**src/rtl/ml_kem_matgen_ctrl_if.sv**
```systemverilog
// Handshake bundle between the matrix-A sequencer, the mode controller,
// the shared SHAKE128 XOF and the polynomial RAM write port.
interface ml_kem_matgen_ctrl_if #(
   parameter int unsigned PIDX_W = 4
);
   logic                start_i;
   logic [2:0]          k_i;
   logic                transpose_i;
   logic                busy_o;
   logic                done_o;
   logic                xof_start_o;
   logic [7:0]          xof_b32_o;
   logic [7:0]          xof_b33_o;
   logic                xof_ack_i;
   logic                xof_valid_i;
   logic [23:0]         xof_data_i;
   logic                xof_ready_o;
   logic                xof_stop_o;
   logic                wr_en_o;
   logic [PIDX_W+7:0]   wr_addr_o;
   logic [11:0]         wr_data_o;

   modport master (
      input  start_i, k_i, transpose_i, xof_ack_i, xof_valid_i, xof_data_i,
      output busy_o, done_o, xof_start_o, xof_b32_o, xof_b33_o, xof_ready_o,
             xof_stop_o, wr_en_o, wr_addr_o, wr_data_o
   );

   modport slave (
      output start_i, k_i, transpose_i, xof_ack_i, xof_valid_i, xof_data_i,
      input  busy_o, done_o, xof_start_o, xof_b32_o, xof_b33_o, xof_ready_o,
             xof_stop_o, wr_en_o, wr_addr_o, wr_data_o
   );
endinterface

```
**src/rtl/ml_kem_matgen_ctrl.sv**
```systemverilog
// ML-KEM matrix A sequencer: seeds the XOF per polynomial, runs the SampleNTT
// rejection parse on 24-bit squeeze words and writes accepted coefficients.
module ml_kem_matgen_ctrl #(
   parameter int unsigned Q      = 3329,
   parameter int unsigned N      = 256,
   parameter int unsigned PIDX_W = 4
) (
   input  logic                 clk_i,
   input  logic                 rst_i,
   ml_kem_matgen_ctrl_if.master bus
);
   localparam int unsigned CW     = $clog2(N);
   localparam logic [11:0] Q_C    = 12'(Q);
   localparam logic [CW:0] LAST_C = (CW+1)'(N - 1);

   typedef enum logic [2:0] {
      S_IDLE, S_SEED, S_SQUEEZE, S_FLUSH, S_NEXT, S_DONE
   } state_t;

   state_t               state_q, state_d;
   logic [2:0]           k_q, k_d;
   logic                 tr_q, tr_d;
   logic [1:0]           i_q, i_d, j_q, j_d;
   logic [PIDX_W-1:0]    poly_q, poly_d;
   logic [CW:0]          cnt_q, cnt_d;
   logic [11:0]          hold_q, hold_d;
   logic                 busy_q, busy_d;
   logic                 done_q, done_d;
   logic                 xstart_q, xstart_d;
   logic [7:0]           b32_q, b32_d, b33_q, b33_d;
   logic                 ready_q, ready_d;
   logic                 stop_q, stop_d;
   logic                 wr_en_q, wr_en_d;
   logic [PIDX_W+CW-1:0] wr_addr_q, wr_addr_d;
   logic [11:0]          wr_data_q, wr_data_d;

   logic [11:0] d1, d2;
   logic        acc1, acc2, hs, k_ok, last_j, last_poly;
   logic [1:0]  ni, nj;

   assign d1        = bus.xof_data_i[11:0];
   assign d2        = bus.xof_data_i[23:12];
   assign acc1      = d1 < Q_C;
   assign acc2      = d2 < Q_C;
   assign hs        = (state_q == S_SQUEEZE) && ready_q && bus.xof_valid_i;
   assign k_ok      = (bus.k_i >= 3'd2) && (bus.k_i <= 3'd4);
   assign last_j    = ({1'b0, j_q} == (k_q - 3'd1));
   assign last_poly = last_j && ({1'b0, i_q} == (k_q - 3'd1));
   assign nj        = last_j ? 2'd0 : j_q + 2'd1;
   assign ni        = last_j ? i_q + 2'd1 : i_q;

   always_comb begin
      state_d   = state_q;
      k_d       = k_q;
      tr_d      = tr_q;
      i_d       = i_q;
      j_d       = j_q;
      poly_d    = poly_q;
      cnt_d     = cnt_q;
      hold_d    = hold_q;
      busy_d    = busy_q;
      done_d    = 1'b0;
      xstart_d  = xstart_q;
      b32_d     = b32_q;
      b33_d     = b33_q;
      ready_d   = ready_q;
      stop_d    = 1'b0;
      wr_en_d   = 1'b0;
      wr_addr_d = wr_addr_q;
      wr_data_d = wr_data_q;

      case (state_q)
         S_IDLE: begin
            if (bus.start_i && k_ok) begin
               state_d  = S_SEED;
               k_d      = bus.k_i;
               tr_d     = bus.transpose_i;
               i_d      = '0;
               j_d      = '0;
               poly_d   = '0;
               cnt_d    = '0;
               hold_d   = '0;
               busy_d   = 1'b1;
               xstart_d = 1'b1;
               b32_d    = '0;
               b33_d    = '0;
            end
         end
         S_SEED: begin
            if (bus.xof_ack_i) begin
               state_d  = S_SQUEEZE;
               xstart_d = 1'b0;
               cnt_d    = '0;
               ready_d  = 1'b1;
            end
         end
         S_SQUEEZE: begin
            // d1 always takes the first free slot; d2 either writes directly
            // (d1 rejected) or parks in the hold register for FLUSH.
            if (hs && (acc1 || acc2)) begin
               wr_en_d   = 1'b1;
               wr_addr_d = {poly_q, cnt_q[CW-1:0]};
               wr_data_d = acc1 ? d1 : d2;
               cnt_d     = cnt_q + (CW+1)'(1);
               if (cnt_q == LAST_C) begin
                  state_d = S_NEXT;
                  ready_d = 1'b0;
                  stop_d  = 1'b1;
               end else if (acc1 && acc2) begin
                  hold_d  = d2;
                  state_d = S_FLUSH;
                  ready_d = 1'b0;
               end
            end
         end
         S_FLUSH: begin
            wr_en_d   = 1'b1;
            wr_addr_d = {poly_q, cnt_q[CW-1:0]};
            wr_data_d = hold_q;
            cnt_d     = cnt_q + (CW+1)'(1);
            hold_d    = '0;
            if (cnt_q == LAST_C) begin
               state_d = S_NEXT;
               stop_d  = 1'b1;
            end else begin
               state_d = S_SQUEEZE;
               ready_d = 1'b1;
            end
         end
         S_NEXT: begin
            i_d    = ni;
            j_d    = nj;
            poly_d = poly_q + PIDX_W'(1);
            if (last_poly) begin
               state_d = S_DONE;
               done_d  = 1'b1;
               busy_d  = 1'b0;
            end else begin
               state_d  = S_SEED;
               xstart_d = 1'b1;
               b32_d    = tr_q ? {6'd0, ni} : {6'd0, nj};
               b33_d    = tr_q ? {6'd0, nj} : {6'd0, ni};
            end
         end
         S_DONE: begin
            state_d = S_IDLE;
         end
         default: begin
            state_d = S_IDLE;
         end
      endcase
   end

   always_ff @(posedge clk_i or posedge rst_i) begin
      if (rst_i) begin
         state_q   <= S_IDLE;
         k_q       <= '0;
         tr_q      <= 1'b0;
         i_q       <= '0;
         j_q       <= '0;
         poly_q    <= '0;
         cnt_q     <= '0;
         hold_q    <= '0;
         busy_q    <= 1'b0;
         done_q    <= 1'b0;
         xstart_q  <= 1'b0;
         b32_q     <= '0;
         b33_q     <= '0;
         ready_q   <= 1'b0;
         stop_q    <= 1'b0;
         wr_en_q   <= 1'b0;
         wr_addr_q <= '0;
         wr_data_q <= '0;
      end else begin
         state_q   <= state_d;
         k_q       <= k_d;
         tr_q      <= tr_d;
         i_q       <= i_d;
         j_q       <= j_d;
         poly_q    <= poly_d;
         cnt_q     <= cnt_d;
         hold_q    <= hold_d;
         busy_q    <= busy_d;
         done_q    <= done_d;
         xstart_q  <= xstart_d;
         b32_q     <= b32_d;
         b33_q     <= b33_d;
         ready_q   <= ready_d;
         stop_q    <= stop_d;
         wr_en_q   <= wr_en_d;
         wr_addr_q <= wr_addr_d;
         wr_data_q <= wr_data_d;
      end
   end

   assign bus.busy_o      = busy_q;
   assign bus.done_o      = done_q;
   assign bus.xof_start_o = xstart_q;
   assign bus.xof_b32_o   = b32_q;
   assign bus.xof_b33_o   = b33_q;
   assign bus.xof_ready_o = ready_q;
   assign bus.xof_stop_o  = stop_q;
   assign bus.wr_en_o     = wr_en_q;
   assign bus.wr_addr_o   = wr_addr_q;
   assign bus.wr_data_o   = wr_data_q;
endmodule

```
**src/flat_wrapper.sv**
```systemverilog
// flat-port wrapper written by rule: the top's interface ports become plain ports
module ml_kem_matgen_ctrl_flat 
#(
   parameter int unsigned Q      = 3329,
   parameter int unsigned N      = 256,
   parameter int unsigned PIDX_W = 4
)
  (clk_i, rst_i, bus_start_i, bus_k_i, bus_transpose_i, bus_xof_ack_i, bus_xof_valid_i, bus_xof_data_i, bus_busy_o, bus_done_o, bus_xof_start_o, bus_xof_b32_o, bus_xof_b33_o, bus_xof_ready_o, bus_xof_stop_o, bus_wr_en_o, bus_wr_addr_o, bus_wr_data_o);
  ml_kem_matgen_ctrl_if #(.PIDX_W(PIDX_W)) bus_i ();
  input  logic clk_i;
  input  logic rst_i;
  input wire logic [$bits(bus_i.start_i)-1:0] bus_start_i;
  input wire logic [$bits(bus_i.k_i)-1:0] bus_k_i;
  input wire logic [$bits(bus_i.transpose_i)-1:0] bus_transpose_i;
  input wire logic [$bits(bus_i.xof_ack_i)-1:0] bus_xof_ack_i;
  input wire logic [$bits(bus_i.xof_valid_i)-1:0] bus_xof_valid_i;
  input wire logic [$bits(bus_i.xof_data_i)-1:0] bus_xof_data_i;
  output wire logic [$bits(bus_i.busy_o)-1:0] bus_busy_o;
  output wire logic [$bits(bus_i.done_o)-1:0] bus_done_o;
  output wire logic [$bits(bus_i.xof_start_o)-1:0] bus_xof_start_o;
  output wire logic [$bits(bus_i.xof_b32_o)-1:0] bus_xof_b32_o;
  output wire logic [$bits(bus_i.xof_b33_o)-1:0] bus_xof_b33_o;
  output wire logic [$bits(bus_i.xof_ready_o)-1:0] bus_xof_ready_o;
  output wire logic [$bits(bus_i.xof_stop_o)-1:0] bus_xof_stop_o;
  output wire logic [$bits(bus_i.wr_en_o)-1:0] bus_wr_en_o;
  output wire logic [$bits(bus_i.wr_addr_o)-1:0] bus_wr_addr_o;
  output wire logic [$bits(bus_i.wr_data_o)-1:0] bus_wr_data_o;
  assign bus_i.start_i = bus_start_i;
  assign bus_i.k_i = bus_k_i;
  assign bus_i.transpose_i = bus_transpose_i;
  assign bus_i.xof_ack_i = bus_xof_ack_i;
  assign bus_i.xof_valid_i = bus_xof_valid_i;
  assign bus_i.xof_data_i = bus_xof_data_i;
  assign bus_busy_o = bus_i.busy_o;
  assign bus_done_o = bus_i.done_o;
  assign bus_xof_start_o = bus_i.xof_start_o;
  assign bus_xof_b32_o = bus_i.xof_b32_o;
  assign bus_xof_b33_o = bus_i.xof_b33_o;
  assign bus_xof_ready_o = bus_i.xof_ready_o;
  assign bus_xof_stop_o = bus_i.xof_stop_o;
  assign bus_wr_en_o = bus_i.wr_en_o;
  assign bus_wr_addr_o = bus_i.wr_addr_o;
  assign bus_wr_data_o = bus_i.wr_data_o;
  ml_kem_matgen_ctrl #(.Q(Q), .N(N), .PIDX_W(PIDX_W)) u_core (.clk_i(clk_i), .rst_i(rst_i), .bus(bus_i));
endmodule
```
**config.mk**
```make
export PLATFORM = sky130hd
export DESIGN_NAME = ml_kem_matgen_ctrl_flat
export DESIGN_NICKNAME = d
export VERILOG_FILES = /design/src/rtl/ml_kem_matgen_ctrl_if.sv /design/src/rtl/ml_kem_matgen_ctrl.sv /design/src/flat_wrapper.sv
export SDC_FILE = /design/constraint.sdc
export NUM_CORES = 1
export LEC_CHECK = 0
export BUFFER_PORTS_ARGS = -buffer_cell sky130_fd_sc_hd__buf_2
export CAP_MARGIN = 0
export CORE_MARGIN = 4
export CORE_UTILIZATION = 55
export DETAILED_ROUTE_END_ITERATION = 12
export GPL_TIMING_DRIVEN = 0
export PLACE_DENSITY = 0.86
export SKIP_LAST_GASP = 1
export SYNTH_ARGS = -nofsm -noshare
export SYNTH_HDL_FRONTEND = slang
export SYNTH_SLANG_ARGS = --single-unit
```
**constraint.sdc**
```tcl
create_clock -name clk_i -period 4.9 [get_ports clk_i]
set_input_delay 0.735 -clock clk_i [delete_from_list [all_inputs] [get_ports clk_i]]
set_output_delay 0.735 -clock clk_i [all_outputs]
set_load 0.02 [all_outputs]
```
* Word level (Yosys, flattened, before mapping)
Index checks and enable logic that the tools add are counted.
** Storage, ports and cells
- Register bits :: 82
- Input port bits :: 33
- Output and inout port bits :: 46
** Operators by class
- $add $sub $neg :: 5
- Magnitude comparators :: 4
- Equality and inequality tests :: 16
- Muxes and demuxes :: 55
- Reductions and logical operators :: 25
** Operators by type and width (count)
- 2-to-1 mux 12 bit :: 7
- case mux 12 bit (2 select lines) :: 2
- case mux 12 bit (3 select lines) :: 1
- case mux 9 bit (4 select lines) :: 1
- case mux 8 bit (2 select lines) :: 2
- 2-to-1 mux 9 bit :: 3
- < comparator 12 bit (second input constant) :: 2
- 2-to-1 mux 8 bit :: 3
- 2-to-1 mux 3 bit :: 7
- case mux 3 bit (5 select lines) :: 1
- 2-to-1 mux 1 bit :: 14
- inequality test 2 bit (second input constant) :: 6
- AND reduction 4 bit :: 3
- 2-to-1 mux 2 bit :: 5
- AND reduction 5 bit :: 2
- adder 9 x 1 -> 9 bit (second input constant) :: 1
- equality test 9 x 8 -> 1 bit (second input constant) :: 1
- nonzero test 3 bit :: 3
- case mux 2 bit (2 select lines) :: 2
- case mux 4 bit (2 select lines) :: 1
- logical AND 1 bit :: 7
- equality test 2 x 3 -> 1 bit :: 2
- equality test 3 x 2 -> 1 bit (second input constant) :: 2
- case mux 1 bit (2 select lines) :: 3
- other kinds (17) :: 24

* Depth between registers and ports, before layout
- Depth in word-level cells :: 6
- Mapped depth :: 11

* Least setup slack after synthesis
OpenSTA, ideal clock, no wires.
- Path kind :: input to register
- Start point :: in bus_xof_data_i[6]
- End point :: reg u_core.hold_q[0]
- Setup time :: 0.121 ns
- Arrival :: 2.197 ns
- Required time :: 4.779 ns
- Slack :: 2.583 ns
- Stages on the path :: 8
- Cells stage by stage :: nor4_1 > a21oi_1 > or2_1 > buf_6 > nor4b_4 > o21ai_2 > buf_6 > a22o_1
** Between the ends
- Cells in the longest elaborated chain, start to end :: 5
- Elaborated cells between the ends (all ways) :: 7
- Those cells by class :: order compare (1); eq/ne (2); reduce/logical (4)
** RTL lines
- start: declaration :: RTL line flat_wrapper.sv:17 : input wire logic [$bits(bus_i.xof_data_i)-1:0] bus_xof_data_i;
- < comparator 12 bit (*) :: RTL line ml_kem_matgen_ctrl.sv:43 : assign acc1 = d1 < Q_C;
- logical OR 1 bit :: RTL line ml_kem_matgen_ctrl.sv:100 : if (hs && (acc1 || acc2)) begin
- logical AND 1 bit :: RTL line ml_kem_matgen_ctrl.sv:100
- inequality test 2 bit (no line)
- AND reduction 5 bit (no line) (*)
- end signal: assignment :: RTL line ml_kem_matgen_ctrl.sv:182 : hold_q <= hold_d;
- end: declaration :: RTL line ml_kem_matgen_ctrl.sv:26 : logic [11:0] hold_q, hold_d;
Mark *: on every way between the ends. The rest lies on a longest branch, timed or not.
A chain may end at the register's enable or synchronous reset.

* Worst setup path after layout
- Start point :: reg u_core.cnt_q[0]
- End point :: reg u_core.hold_q[3]
** Between the ends
- Cells in the longest elaborated chain, start to end :: 3
** RTL lines
- start: declaration :: RTL line ml_kem_matgen_ctrl.sv:25 : logic [CW:0] cnt_q, cnt_d;
- start signal: assignment :: RTL line ml_kem_matgen_ctrl.sv:181 : cnt_q <= cnt_d;
- equality test 9 x 8 -> 1 bit :: RTL line ml_kem_matgen_ctrl.sv:105 : if (cnt_q == LAST_C) begin
- inequality test 2 bit (no line)
- AND reduction 5 bit (no line)
Every way passes these cells.

==> metrics.md <==
| Metric | Value |
|---|---|
| Largest net degree at the start of global routing | `71` |
| Ant. Diodes | `0` |
| CP Capture Type | `flop` |
| Post-Synth XOR/XNOR Area | `2.001%` |
| Initial Util | `57.76%` |
| CTS tree | `yes` |
| Antenna violations before repair | `0` |
| Setup Skew | `9.862 ps` |
| Post-Layout Cell Count | `514` |
| Die height | `87.78 um` |
| CP Max Fanout | `10` |
| RSZ-0062 raised after global routing | `no` |
| First-pass GRT wire length | `13260 um` |
| CTS resizes | `0` |
| Top_reg_cell synth | `dfrtp_1` |
| Final Hold Viols | `0` |
| Mean number of vias per cell | `5.730` |
| Area Growth Syn to Fin | `18.76%` |
| Power Total | `1.101 mW` |
| Setup Buffers After CTS | `0` |
| Number of synthesized register bits | `70` |
| CP Class | `reg2reg` |
| Cell Area, Placed | `0.003969 mm^2` |
| Most common cell after layout, fill and taps aside | `buf_2` |
| Simple-gate share of the synthesized area | `15.83%` |
| P_int | `0.8462 mW` |
| CTS buffer count | `9` |
| Slew Limit Fails | `0` |
| Mux contribution to synthesized area | `5.933%` |
| Die ar. | `0.007705 mm^2` |
| Gate power share | `6.0%` |
| Pleak | `2.272 nW` |
| Sequential-to-total area share from yosys stat | `50.04%` |
| Die width | `87.78 um` |
| Max-cap violations | `0` |
| Final wirelength | `8151 um` |
| Final setup TNS | `0 ps` |
| Core area | `0.006061 mm^2` |
| Sw frac | `23.13%` |
| Initial DRC count | `188` |
| CTS Root Cell | `clkbuf_8` |
| Status | `complete, no violations` |
| Clock power share | `41.5%` |
| Worst-Margin Slew | `848.0 ps` |
| Finished layout cell area | `0.004158 mm^2` |
| H-tree depth | `3` |
| Top Ports | `79` |
| Post-route DRC violation count | `0` |
| Worst rel slew slack | `43.03%` |
| EDFF count, synth | `0` |
| Reg power frac | `52.5%` |
| Ys Warns | `0` |
| ANT nets after route | `0` |
| Post-DR wirelength/cell | `15.86 um` |
| Post-synth ARST share | `100.0%` |
| Via count | `2945` |
| Final setup viols | `0` |
| Sw Pwr | `0.2546 mW` |
| GPL Wtd Cong | `0.8290` |
| Fin crit share | `50.79%` |
| R2R depth | `11` |
| Final HPWL DP | `5843 um` |
| Total track usage | `22.01%` |
| Layout cells sized above 1 | `28.25%` |
| Clock Path Buffers | `2` |
| Placed cell count | `499` |
| Nets@finish | `472` |
| Adder-cell area share of the yosys netlist | `1.430%` |
| Grt ovf | `0` |
| Pwr Density | `264.8 mW/mm^2` |
| CTS clk-pin slew, worst paths | `70 ps` |
| Crit start category | `flop` |
| Minimum clock period | `2489 ps` |
| Initial DRT Pass Iterations | `5` |
| Vias in the first global route | `2873` |
| Cell row count | `28` |
| Required time worst endpoint | `5130 ps` |
| Hold Path Depth | `1` |
| Synth Area in Compound Gates | `18.05%` |
| Mapped Cells | `347` |
| CP arrival | `2720 ps` |
| Clock sinks | `70` |
| Clk_lat worst skew | `340 ps` |
| FMAX | `0.4018 GHz` |
| Cell area after synthesis | `0.003501 mm^2` |
| Most frequent cells in the layout | `buf_2 (74), dfrtp_1 (70), nand2_1 (47)` |
| Port Buf Inserts | `66` |
| Fin util | `68.60%` |
| Worst min-delay path category | `reg2reg` |
| Count of cell types in the netlist | `50` |
| Peak VDD IR | `234.9 uV` |
| Syn Area/Cell | `10.09 um^2` |
| Hold Buf Count CTS | `0` |
| Largest family of logic cells by synthesized area | `compound AO/OA/AOI/OAI gates` |
kinds of logic (layout without fill, tap and decap cells):
logic type	count (synthesis)	in the layout
muxes	19	19
buffers and inverters	43	124
DFF	70	70
AOI/OAI and AO/OA	86	86
and+or+nand+nor	116	116
other	1	12
adders and majority gates	4	4
xor gates and xnor gates	8	8
area by class of cell:
cell class | instances | area, um^2
multi-input cells | 245 | 1559
plain buffers | 31 | 186.4
repair buffers | 66 | 330.3
clock buffers | 11 | 141.4
inverters | 12 | 47.55
flip-flops and latches | 70 | 1752
fillers | 469 | 1903
clock inverters | 4 | 47.55
well taps | 75 | 93.84
metrics by stage:
| stage | hold WS [ps] | setup slack [ps] |
|---|---|---|
| after floorplan | 449.8 | 2397 |
| after global placement | 456.4 | 1619 |
| after detailed placement | 464.3 | 2205 |
| after CTS | 481.0 | 2443 |
| after global routing | 494.3 | 2246 |
| final | 478.9 | 2411 |
power groups by stage:
| stage | logic, mW | registers [mW] | clock network, mW |
|---|---|---|---|
| 6_report | 0.0664 | 0.578 | 0.456 |
| 5_1_grt | 0.0735 | 0.578 | 0.488 |
| 4_1_cts | 0.0653 | 0.578 | 0.462 |
| 3_5_place_dp | 0.0652 | 0.589 | 0 |
| 3_3_place_gp | 0.0641 | 0.589 | 0 |
| 2_1_floorplan | 0.0394 | 0.590 | 0 |
synthesized netlist by cell type (3+ instances only):
cell type | instances | area (um^2)
a21o_1 | 12 | 90.09
a21oi_1 | 11 | 55.05
a221o_1 | 3 | 30.03
a22o_1 | 15 | 131.4
a311oi_1 | 10 | 87.58
a31oi_1 | 3 | 18.77
and3_1 | 4 | 25.02
buf_2 | 8 | 40.04
buf_4 | 12 | 90.09
clkbuf_1 | 7 | 26.28
dfrtp_1 | 70 | 1752
ha_1 | 4 | 50.05
inv_1 | 12 | 45.04
mux2_2 | 14 | 157.7
mux2i_1 | 5 | 50.05
nand2_1 | 47 | 176.4
nand2b_1 | 4 | 25.02
nand3_1 | 17 | 85.08
nor2_1 | 20 | 75.07
nor2b_1 | 3 | 18.77
nor3_1 | 4 | 20.02
nor3b_1 | 3 | 22.52
nor4_1 | 4 | 25.02
o21ai_0 | 12 | 60.06
o31ai_1 | 5 | 37.54
xnor2_1 | 4 | 35.03
xor2_1 | 4 | 35.03
routing by layer:
layer	GRT usage (%)	part of all wire [%]
met5	0	0
met4	10.04	2.3
met2	35.75	49
met3	3.293	5.8
met1	29.24	43
flip-flops by register name (all words and copies together) (netlist names), 2 cells and up:
register,flops
u_core.i_q,2
u_core.hold_q,12
u_core.bus.wr_data_o,12
u_core.bus.xof_b32_o,2
u_core.state_q,3
u_core.bus.xof_b33_o,2
u_core.poly_q,4
u_core.k_q,3
u_core.cnt_q,9
u_core.j_q,2
u_core.bus.wr_addr_o,12
critical path, cell delays in order (launching register included):
cell and delay (ps):
dfrtp_1 450, ha_1 250, nand3_1 130, or2_2 150, nor2_1 50, ha_1 270
nor2_1 170, nand2_1 110, nor4b_4 320, o21ai_2 120, buf_6 160, a22o_1 190
worst paths after layout:
path                                                     start                                  end  slack [ps]
min in group asynchronous                                rst_i  u_core.bus.wr_addr_o[9]$_DFFE_PP0P_         550
hold / removal             u_core.bus.wr_data_o[0]$_DFFE_PP0P_  u_core.bus.wr_data_o[0]$_DFFE_PP0P_         480
setup / recovery                   u_core.cnt_q[0]$_DFFE_PP0P_         u_core.hold_q[3]$_DFFE_PP0P_        2410
hold reg to reg            u_core.bus.wr_data_o[0]$_DFFE_PP0P_  u_core.bus.wr_data_o[0]$_DFFE_PP0P_         480
max in group asynchronous                                rst_i   u_core.bus.xof_ready_o$_DFFE_PP0P_        3780
setup reg to reg                   u_core.cnt_q[0]$_DFFE_PP0P_         u_core.hold_q[3]$_DFFE_PP0P_        2410
(Power assumes the default switching activity.)
